===== src/rtl/ones_word_gen.sv =====
// Builds a 2**log_bit_width-bit word holding a requested number of contiguous ones,
// starting at a given bit and wrapping past the MSB; one bit is decided per clock.
module ones_word_gen #(
    parameter int log_bit_width = 5,
    localparam int N = 1 << log_bit_width
) (
    input  logic                   clk,
    input  logic                   rst,
    input  logic                   in_valid,
    output logic                   in_ready,
    input  logic [log_bit_width:0] count_in,
    input  logic [log_bit_width-1:0] offset_in,
    output logic                   out_valid,
    input  logic                   out_ready,
    output logic [N-1:0]           word_out,
    output logic                   sat_flag
);

    typedef enum logic [1:0] {
        IDLE  = 2'd0,
        BUILD = 2'd1,
        DONE  = 2'd2
    } state_t;

    localparam logic [log_bit_width:0] full_count = (log_bit_width + 1)'(N);

    state_t                   state;
    logic [log_bit_width:0]   cnt;
    logic [log_bit_width-1:0] offset;
    logic [log_bit_width-1:0] idx;
    logic                     sat;
    logic [N-1:0]             acc;

    logic [log_bit_width-1:0] pos;
    logic [N-1:0]             acc_next;
    logic                     last;

    // Bit position wraps naturally in log_bit_width bits, giving the mod-N rotation.
    always_comb begin
        pos      = offset + idx;
        acc_next = acc;
        if ({1'b0, idx} < cnt) begin
            acc_next[pos] = 1'b1;
        end
        last     = &idx;
    end

    always_ff @(posedge clk or negedge rst) begin
        if (!rst) begin
            state     <= IDLE;
            in_ready  <= 1'b1;
            out_valid <= 1'b0;
            word_out  <= '0;
            sat_flag  <= 1'b0;
            cnt       <= '0;
            offset    <= '0;
            idx       <= '0;
            sat       <= 1'b0;
            acc       <= '0;
        end else begin
            case (state)
                IDLE: begin
                    if (in_valid) begin
                        cnt      <= (count_in > full_count) ? full_count : count_in;
                        sat      <= (count_in > full_count);
                        offset   <= offset_in;
                        acc      <= '0;
                        idx      <= '0;
                        in_ready <= 1'b0;
                        state    <= BUILD;
                    end
                end
                BUILD: begin
                    acc <= acc_next;
                    idx <= idx + 1'b1;
                    if (last) begin
                        word_out  <= acc_next;
                        sat_flag  <= sat;
                        out_valid <= 1'b1;
                        state     <= DONE;
                    end
                end
                DONE: begin
                    if (out_ready) begin
                        out_valid <= 1'b0;
                        in_ready  <= 1'b1;
                        state     <= IDLE;
                    end
                end
                default: begin
                    out_valid <= 1'b0;
                    in_ready  <= 1'b1;
                    state     <= IDLE;
                end
            endcase
        end
    end

endmodule


===== config.mk =====
export PLATFORM = sky130hd
export DESIGN_NAME = ones_word_gen
export DESIGN_NICKNAME = d
export VERILOG_FILES = /design/src/rtl/ones_word_gen.sv
export SDC_FILE = /design/constraint.sdc
export NUM_CORES = 1
export LEC_CHECK = 0
export BUFFER_PORTS_ARGS = -buffer_cell sky130_fd_sc_hd__buf_2
export CORE_ASPECT_RATIO = 1.4
export CORE_MARGIN = 4
export CORE_UTILIZATION = 50
export DETAILED_ROUTE_END_ITERATION = 10
export PLACE_DENSITY = 0.7
export RECOVER_POWER = 25
export SYNTH_ARGS = -nofsm -noshare
export SYNTH_HDL_FRONTEND = slang
export SYNTH_SLANG_ARGS = --single-unit

===== constraint.sdc =====
create_clock -name clk -period 3.65 [get_ports clk]
set_clock_uncertainty 0.05 [all_clocks]
set_input_delay 0.5475 -clock clk [delete_from_list [all_inputs] [get_ports clk]]
set_output_delay 0.5475 -clock clk [all_outputs]
set_load 0.03 [all_outputs]

==> metrics.txt, run 1 <==
outcome=complete, but fails checks; failing checks=max-capacitance violations, max-slew violations; met1 WL=3.68 mm; Synth area leaders=dfrtp_1 52%, o31ai_1 9.7%, mux2i_1 7.0%; share of cells above drive strength 1=20.1%; cts hold-fix bufs=0; Tcrit/Tclk final=73.4%; die area=0.00978 mm^2; Syn Std Cell Area=0.00412 mm^2; post-detail-place hpwl=5.65 mm; register area=0.00215 mm^2; synthesized net count=405; PostCTS Resize Cnt=0; Gate Count Post-Synth=379; First-pass DRT Iterations=4; number of enable flip-flop cells after synthesis=0; most used flip-flop cell after synthesis=dfrtp_1; Die W=84.7 um; largest net degree at the start of global routing=87; Synth warnings=0; unrepaired setup endpoints after global routing=false; Final Hold Fails=0; Yosys top cell area share=51.6%; Max-Cap Viols=1; Detailed Route WL=8.75 mm; GRT Overall Usage=19.6%; P&R area growth vs syn=10.6%; uppermost layer routed=met4; crit start category=register; Slowest-stage cell, CP=or4b_1; Rel. slew slack=-38.6%; crit path kind=register to register; Slew @ Worst Pin=2080 ps; Fill cells=685; H-tree level count=3; Reg clk slew, reported paths=80 ps; Clock Latency Late Sink=360 ps; worst-path fanout max=9; multi-input combinational cell area=0.00182 mm^2; Initial DRC Count=177; first-pass GRT wire length=15.0 mm; setup TNS=0 ps; gr ovfl total=0; Worst EP arrival=2890 ps; Via-to-Cell Ratio=5.95; CTS Root Cell=clkbuf_8; Synth Register Bits=86; via count=3,078; number of top-level pins=50; Min-Delay Path Class=primary input to register; Seq/Total Area, Yosys=52.2%; met3 wire length=488 um; fraction of registers with async set or reset after synthesis=100%; Starting Density=52.2%; maximum clock rate=373 MHz; initial antenna violation count=0; row cnt=38; Detail Route Antenna Nets=0; area leader, netlist=dfrtp_1; crit-path cells=ha_1, fa_1, xor2_1, or4b_1, o31ai_2; # diodes=0; CTS tree=built; clk buf depth=2; Remaining DRCs=0; Avg Inst Size Synth=10.9 um^2; Slew Limit Fails=87; minimum clock period after layout=2680 ps; core area=0.00789 mm^2; Worst Path Required=3860 ps; WL per Instance=16.9 um; CTS Buf Count=9; wire length on met2=4.42 mm; most common cell after layout, fill and taps aside=dfrtp_1; Post-CTS Setup Repair Bufs=0; Setup-failing EPs final=0; port buffer count=49; clock tree sinks=86; delay of the slowest cell on the worst path=690 ps; vias in the first global route=2,975; Nets=441; most frequent cells in the layout=85 x dfrtp_1, 59 x nand2_1, 53 x o31ai_1; Crit. End Element=register; GPL Wtd Cong=0.771; Distinct cells, synth=41; die height=115 um
==> critical path, delay by kind of cell, from the launching register on <==
kind,cells,cell delay (ps)
AOI/OAI and AO/OA,1,270
xor gates and xnor gates,1,370
adders and majority gates,2,770
DFF,1,440
and+or+nand+nor,1,690
==> worst paths after layout <==
kind / start / endpoint / slack, ps / cells after the start
worst max-delay path: idx[0] / word_out[14] / 970 / 5
worst min register to register: sat_flag / sat_flag / 420 / 2
worst max register to register: idx[0] / word_out[14] / 970 / 5
max in group asynchronous: rst / acc[5] / 1590 / 1
min in group asynchronous: rst / word_out[26] / 740 / 1
worst min-delay path: out_ready / state[1] / 340 / 2
==> logic make-up after synthesis <==
logic type	Yosys count	synth area share, %
AO/OA/AOI/OAI	100	18.8
XOR/XNOR	7	1.67
adder cells (fa/ha/maj)	11	3.52
buffers and inverters	38	3.73
flip-flops	86	52.2
multiplexers	35	8.68
AND/OR/NAND/NOR	102	11.4
==> Yosys cell counts (2+ instances only) <==
cell type	number
dfrtp_1	85
nand2_1	59
o31ai_1	53
mux2i_1	29
clkbuf_1	19
o21ai_0	12
ha_1	10
buf_2	9
inv_1	9
nand2b_1	9
o31ai_2	8
a21oi_1	7
mux2_2	6
nand3_1	6
nor2_1	6
nor3_1	5
and3_1	4
o211ai_1	4
o311ai_1	4
or3_1	4
a211oi_1	3
nor4_1	3
xnor2_1	3
xor2_1	3
o22ai_1	2
o32ai_2	2
==> flip-flops by register name (all words and copies together) (netlist names) <==
signal     flops
acc           32
word_out      32
cnt            6
idx            5
offset         5
state          2
in_ready       1
out_valid      1
sat            1
sat_flag       1
==> cell type report <==
cell class / instances / area share (%)
Multi-Input combinational cell: 255 / 39.9
Clock inverter: 2 / 0.274
Sequential cell: 86 / 47.2
Inverter: 9 / 0.741
Clock buffer: 11 / 2.88
Timing Repair Buffer: 54 / 6.20
Tap cell: 100 / 2.74
==> metal layers <==
layer	track usage, %	up-vias
met4	6.65	0
met3	4.77	12
met5	0	-
met2	32.8	79
li1	-	1453
met1	25.0	1534
==> stage by stage <==
step                utilization (%)  instances  hold slack, ps  setup WS [ps]  area, um^2
global placement               56.0        504             405           1110        4420
global route                   57.8        517             311            807        4560
floorplan                         -        379             202           1310        4120
detailed placement             56.0        504             408            990        4420
finish                         57.8        517             340            970        4560
CTS                            57.8        517             317            962        4560
Power of run 1 is left out: the tool's default activity adds up to more than one toggle a clock period on the data nets, which glitch-free logic cannot reach.
==> run 2: changes to the inputs <==
Settings changed: ABC_AREA set to 1.
Clock period 3.65 ns to 2.5 ns, I/O delays scaled along.
==> run 2 against run 1 <==
Compared with the run above: the flow now finishes without violations; critical path depth rose by 3; critical endpoint is now word_out[3]; routed wire length up 5.7%; critical path type unchanged; via count grew 8.2%; maximum frequency is 20% higher; non-clock buffer count is 3 higher.
==> metrics.txt, run 2 <==
Seq/Total Area, Yosys=53.9%; number of top-level pins=50; CTS Buf Count=9; Rel. slew slack=18.9%; Slew Limit Fails=0; Fill cells=705; # diodes=0; Via-to-Cell Ratio=5.25; crit-path cells=ha_1, fa_1, xor2_1, inv_1, nand3_1, o21bai_1, nand2_1, nand2_1; fraction of registers with async set or reset after synthesis=100%; Crit. End Element=register; Worst Path Required=2690 ps; Distinct cells, synth=22; Setup-failing EPs final=0; Gate Count Post-Synth=479; Synth warnings=0; gr ovfl total=0; clock tree sinks=86; clk buf depth=2; CTS tree=built; number of enable flip-flop cells after synthesis=0; Setup crit start=idx[0]; Min-Delay Path Class=primary input to register; largest net degree at the start of global routing=50; delay-heaviest family, CP=adder cells; Syn Std Cell Area=0.00400 mm^2; Starting Density=51.5%; Tcrit/Tclk final=89.3%; Largest regs=acc (32), word_out (32), cnt (6); outcome=finished, final reports clean; worst-path fanout max=6; crit start category=register; Final Hold Fails=0; GPL Wtd Cong=0.840; die height=114 um; P&R area growth vs syn=14.0%; total power after layout=6.37 mW; maximum clock rate=448 MHz; port buffer count=49; vias in the first global route=3,286; unrepaired setup endpoints after global routing=false; core area=0.00775 mm^2; share of cells above drive strength 1=15.0%; Remaining DRCs=0; Clock Latency Late Sink=370 ps; WL per Instance=14.6 um; RR Startpoint=idx[0]; Crit path buffers/inverters=1; leakage=2.54 nW; delay of the slowest cell on the worst path=440 ps; post-detail-place hpwl=6.14 mm; Slew @ Worst Pin=1220 ps; First-pass DRT Iterations=5; dpl ws=282 ps; first-pass GRT wire length=15.7 mm; most common cell after layout, fill and taps aside=nand2_1; Worst EP arrival=2420 ps; Initial DRC Count=191; Worst IR Drop VDD=0.000639 V; Post-CTS Setup Repair Bufs=0; setup TNS=0 ps; area leader, netlist=dfrtp_1; Avg Inst Size Synth=8.34 um^2; crit path kind=register to register; row cnt=38; top cells by count, synth=215 x nand2_1, 85 x dfrtp_1, 53 x nand3_1, 32 x o21bai_1, 22 x inv_1; Max-Cap Viols=0; Reg clk slew, reported paths=80 ps; CP most frequent cell=nand2_1; Synth Register Bits=86; Yosys top cell area share=53.2%; CTS Root Cell=clkbuf_8; initial antenna violation count=0; via count=3,330; Nets=555; synthesized net count=505; P per Cell Area=1400 mW/mm^2; Detailed Route WL=9.25 mm; most frequent cells in the layout=215 x nand2_1, 85 x dfrtp_1, 53 x nand3_1; most common cell in the synthesized netlist=nand2_1; Hold Path Origin=offset_in[1]; Synth area leaders=dfrtp_1 53%, nand2_1 20%, nand3_1 6.6%; Detail Route Antenna Nets=0; Die W=83.5 um; die area=0.00950 mm^2; minimum clock period after layout=2230 ps; most used flip-flop cell after synthesis=dfrtp_1; setup ws final=269 ps; H-tree level count=3; GRT Overall Usage=20.6%; Slowest-stage cell, CP=dfrtp_1
-- run 2: cell types whose count changed after synthesis, sizes merged, moves of 5 or more --
cell / previous run / this run
clkbuf: 19 / 11
inv: 9 / 23
mux2: 6 / 0
mux2i: 29 / 0
nand2: 59 / 217
nand2b: 9 / 0
nand3: 6 / 54
nor2: 6 / 15
nor3: 5 / 0
o21bai: 0 / 32
o31ai: 61 / 0
-- run 2: worst reg2reg max path, delay by kind of cell (launching register included) --
kind / cells / cell delay [ps]
compound gates: 1 / 110
xor+xnor: 1 / 350
fa+ha+maj: 2 / 650
buf+inv: 1 / 140
flops: 1 / 440
simple gates: 3 / 380
-- run 2: report_power, final --
group | switching, mW | internal [mW]
clock network | 0.487 | 0.516
registers | 0.323 | 1.94
logic | 2.12 | 0.975
-- run 2: kinds of logic after synthesis --
group                    after synthesis  share of synthesized area [%]
AND/OR/NAND/NOR                      288                           29.5
buffers and inverters                 42                           4.17
AO/OA/AOI/OAI                         50                           8.36
XOR/XNOR                               2                          0.439
adder cells (fa/ha/maj)               11                           3.63
flip-flops                            86                           53.9
-- run 2: layer usage --
| metal | GRT usage (%) | share of wire, % | vias up |
|---|---|---|---|
| li1 | - | - | 1625 |
| met2 | 35.4 | 51 | 59 |
| met4 | 7.08 | 1.9 | 0 |
| met1 | 25.5 | 44 | 1635 |
| met3 | 5.06 | 3.5 | 11 |
| met5 | 0 | 0 | - |
-- run 2: per-stage QoR --
| stage | hold slack (ps) | utilization [%] | cells | instance area, um^2 |
|---|---|---|---|---|
| after detailed placement | 391 | 56.2 | 617 | 4360 |
| after CTS | 148 | 58.9 | 634 | 4570 |
| after floorplan | 29.4 | - | 479 | 4000 |
| after global routing | 163 | 58.8 | 634 | 4550 |
| final | 153 | 58.8 | 634 | 4550 |
| after global placement | 391 | 56.2 | 617 | 4360 |
-- run 2: final cells by class --
class | count | area (um^2) | share of cell area [%]
clock buffer | 13 | 159 | 3.49
clock inverter | 3 | 42.5 | 0.934
inverter | 24 | 90.1 | 1.98
multi-input combinational | 351 | 1680 | 36.8
sequential | 86 | 2150 | 47.3
tap | 100 | 125 | 2.75
timing repair buffer | 57 | 308 | 6.76
-- run 2: repair_timing --
action / CTS / global route
resized for setup: 0 / 0
hold endpoints to repair: 7 / 0
hold buffers: 1 / 0
-- run 2: path summary, 6_finish.rpt --
path                                end  slack, ps  cells past startpoint
max                         word_out[3]        270                      8
max in group asynchronous  word_out[13]        420                      3
min                           offset[1]        150                      3
min reg2reg                    in_ready        420                      2
min in group asynchronous      sat_flag        740                      2
max reg2reg                 word_out[3]        270                      8
No activity file was read; power rests on OpenSTA's default activity.
==> run 3: changes to the inputs <==
--- a/config.mk
+++ b/config.mk
@@ -10,3 +10,3 @@
 export CORE_ASPECT_RATIO = 1.4
-export CORE_MARGIN = 4
+export CORE_MARGIN = 3
 export CORE_UTILIZATION = 50
@@ -15,2 +15,3 @@
 export RECOVER_POWER = 25
+export SLEW_MARGIN = 20
 export SYNTH_ARGS = -nofsm -noshare
==> constraint.sdc (replaced) <==
create_clock -name clk -period 2.5 [get_ports clk]
set_clock_uncertainty 0.05 [all_clocks]
set_input_delay 0.25 -clock clk [delete_from_list [all_inputs] [get_ports clk]]
set_output_delay 0.25 -clock clk [all_outputs]
set_load 0.03 [all_outputs]
==> run 3 against run 2 <==
Compared with the run above: register-to-register slack hardly changed; worst hold slack got worse by 110 ps; highest routed layer unchanged; utilization up 1.6 points.
==> metrics.txt, run 3 (synthesis results as in run 2) <==
crit start category=register; leakage=2.53 nW; Starting Density=52.9%; die area=0.00911 mm^2; Tcrit/Tclk final=89.6%; Crit. End Element=register; WL per Instance=14.3 um; first-pass GRT wire length=15.3 mm; row cnt=37; P per Cell Area=1400 mW/mm^2; GRT Overall Usage=21.6%; Remaining DRCs=0; Detailed Route WL=9.04 mm; Nets=556; Final Hold Fails=0; vias in the first global route=3,336; PostCTS Resize Cnt=0; Worst EP arrival=2490 ps; most common cell after layout, fill and taps aside=nand2_1; First-pass DRT Iterations=4; clock tree sinks=86; setup TNS=0 ps; cts hold-fix bufs=1; Clock Latency Late Sink=360 ps; Min-Delay Path Class=primary input to register; crit path kind=register to register; Slew Limit Fails=0; CTS Buf Count=9; Slew @ Worst Pin=1050 ps; largest net degree at the start of global routing=45; unrepaired setup endpoints after global routing=false; Largest regs=acc (32), word_out (32), cnt (6); Fill cells=701; H-tree level count=3; maximum clock rate=447 MHz; share of cells above drive strength 1=15.1%; Max-Cap Viols=0; Die W=81.5 um; outcome=finished, final reports clean; most frequent cells in the layout=215 x nand2_1, 85 x dfrtp_1, 53 x nand3_1; post-detail-place hpwl=6.13 mm; initial antenna violation count=0; register area=0.00215 mm^2; Worst IR Drop VDD=0.000643 V; # diodes=0; Detail Route Antenna Nets=0; die height=112 um; Post-CTS Setup Repair Bufs=0; number of top-level pins=50; CTS tree=built; Setup-failing EPs final=0; via count=3,346; gr ovfl total=0; GPL Wtd Cong=0.798; total power after layout=6.35 mW; worst-path fanout max=8; multi-input combinational cell area=0.00168 mm^2; Reg clk slew, reported paths=80 ps; Worst Path Required=2750 ps; port buffer count=49; minimum clock period after layout=2240 ps; clk buf depth=2; core area=0.00755 mm^2; P&R area growth vs syn=13.9%; Initial DRC Count=276; CTS Root Cell=clkbuf_8; Via-to-Cell Ratio=5.29; Rel. slew slack=30.0%
## run 3: cell types whose count changed in the layout (fill, tap and decap cells not counted)
cell | before | now
clkinvlp_4 | 1 | 2
clkinv_4 | 0 | 1
clkbuf_8 | 11 | 10
## run 3: report_power, final
group	internal [mW]	total, mW	switching (mW)
logic	0.993	3.11	2.12
clock network	0.489	0.980	0.491
registers	1.94	2.26	0.322
## run 3: routing by layer
layer	GRT usage, %	up-vias	wire [um]
met5	0	-	0
met1	26.8	1610	3860
met3	4.21	15	473
met4	9.02	0	180
met2	36.2	85	4530
li1	-	1636	-
## run 3: worst paths after layout
| check | start | endpoint | slack (ps) | depth (start not counted) |
|---|---|---|---|---|
| setup / recovery | idx[0] | word_out[30] | 260 | 8 |
| hold / removal | offset_in[1] | offset[1] | 40 | 3 |
| setup reg to reg | idx[0] | word_out[30] | 260 | 8 |
| hold reg to reg | word_out[13] | word_out[13] | 430 | 2 |
| max in group asynchronous | rst | word_out[15] | 600 | 3 |
| min in group asynchronous | rst | word_out[29] | 560 | 2 |
## run 3: area by class of cell
type,count,share of cell area (%)
inverters,24,1.98
flip-flops and latches,86,47.3
clock inverters,5,1.29
multi-input cells,351,36.8
well taps,97,2.67
repair buffers,58,6.84
clock buffers,11,3.11
## run 3: per-stage QoR
step                cells  instance area, um^2  hold WS (ps)  util (%)  setup slack (ps)
global placement      615                 4360           232      57.8               273
global route          632                 4550          45.9      60.3              77.1
CTS                   632                 4570          33.7      60.6               215
detailed placement    615                 4360           233      57.8               218
floorplan             479                 4000         -95.6         -               594
finish                632                 4550          43.8      60.3               261
## run 3: worst max-delay path: stages, from the launching register on
cell	delay [ps]
dfrtp_1	440
ha_1	230
fa_1	550
inv_1	60
nor2_1	90
nand3_1	290
o21bai_1	320
nand2_1	80
nand2_1	80
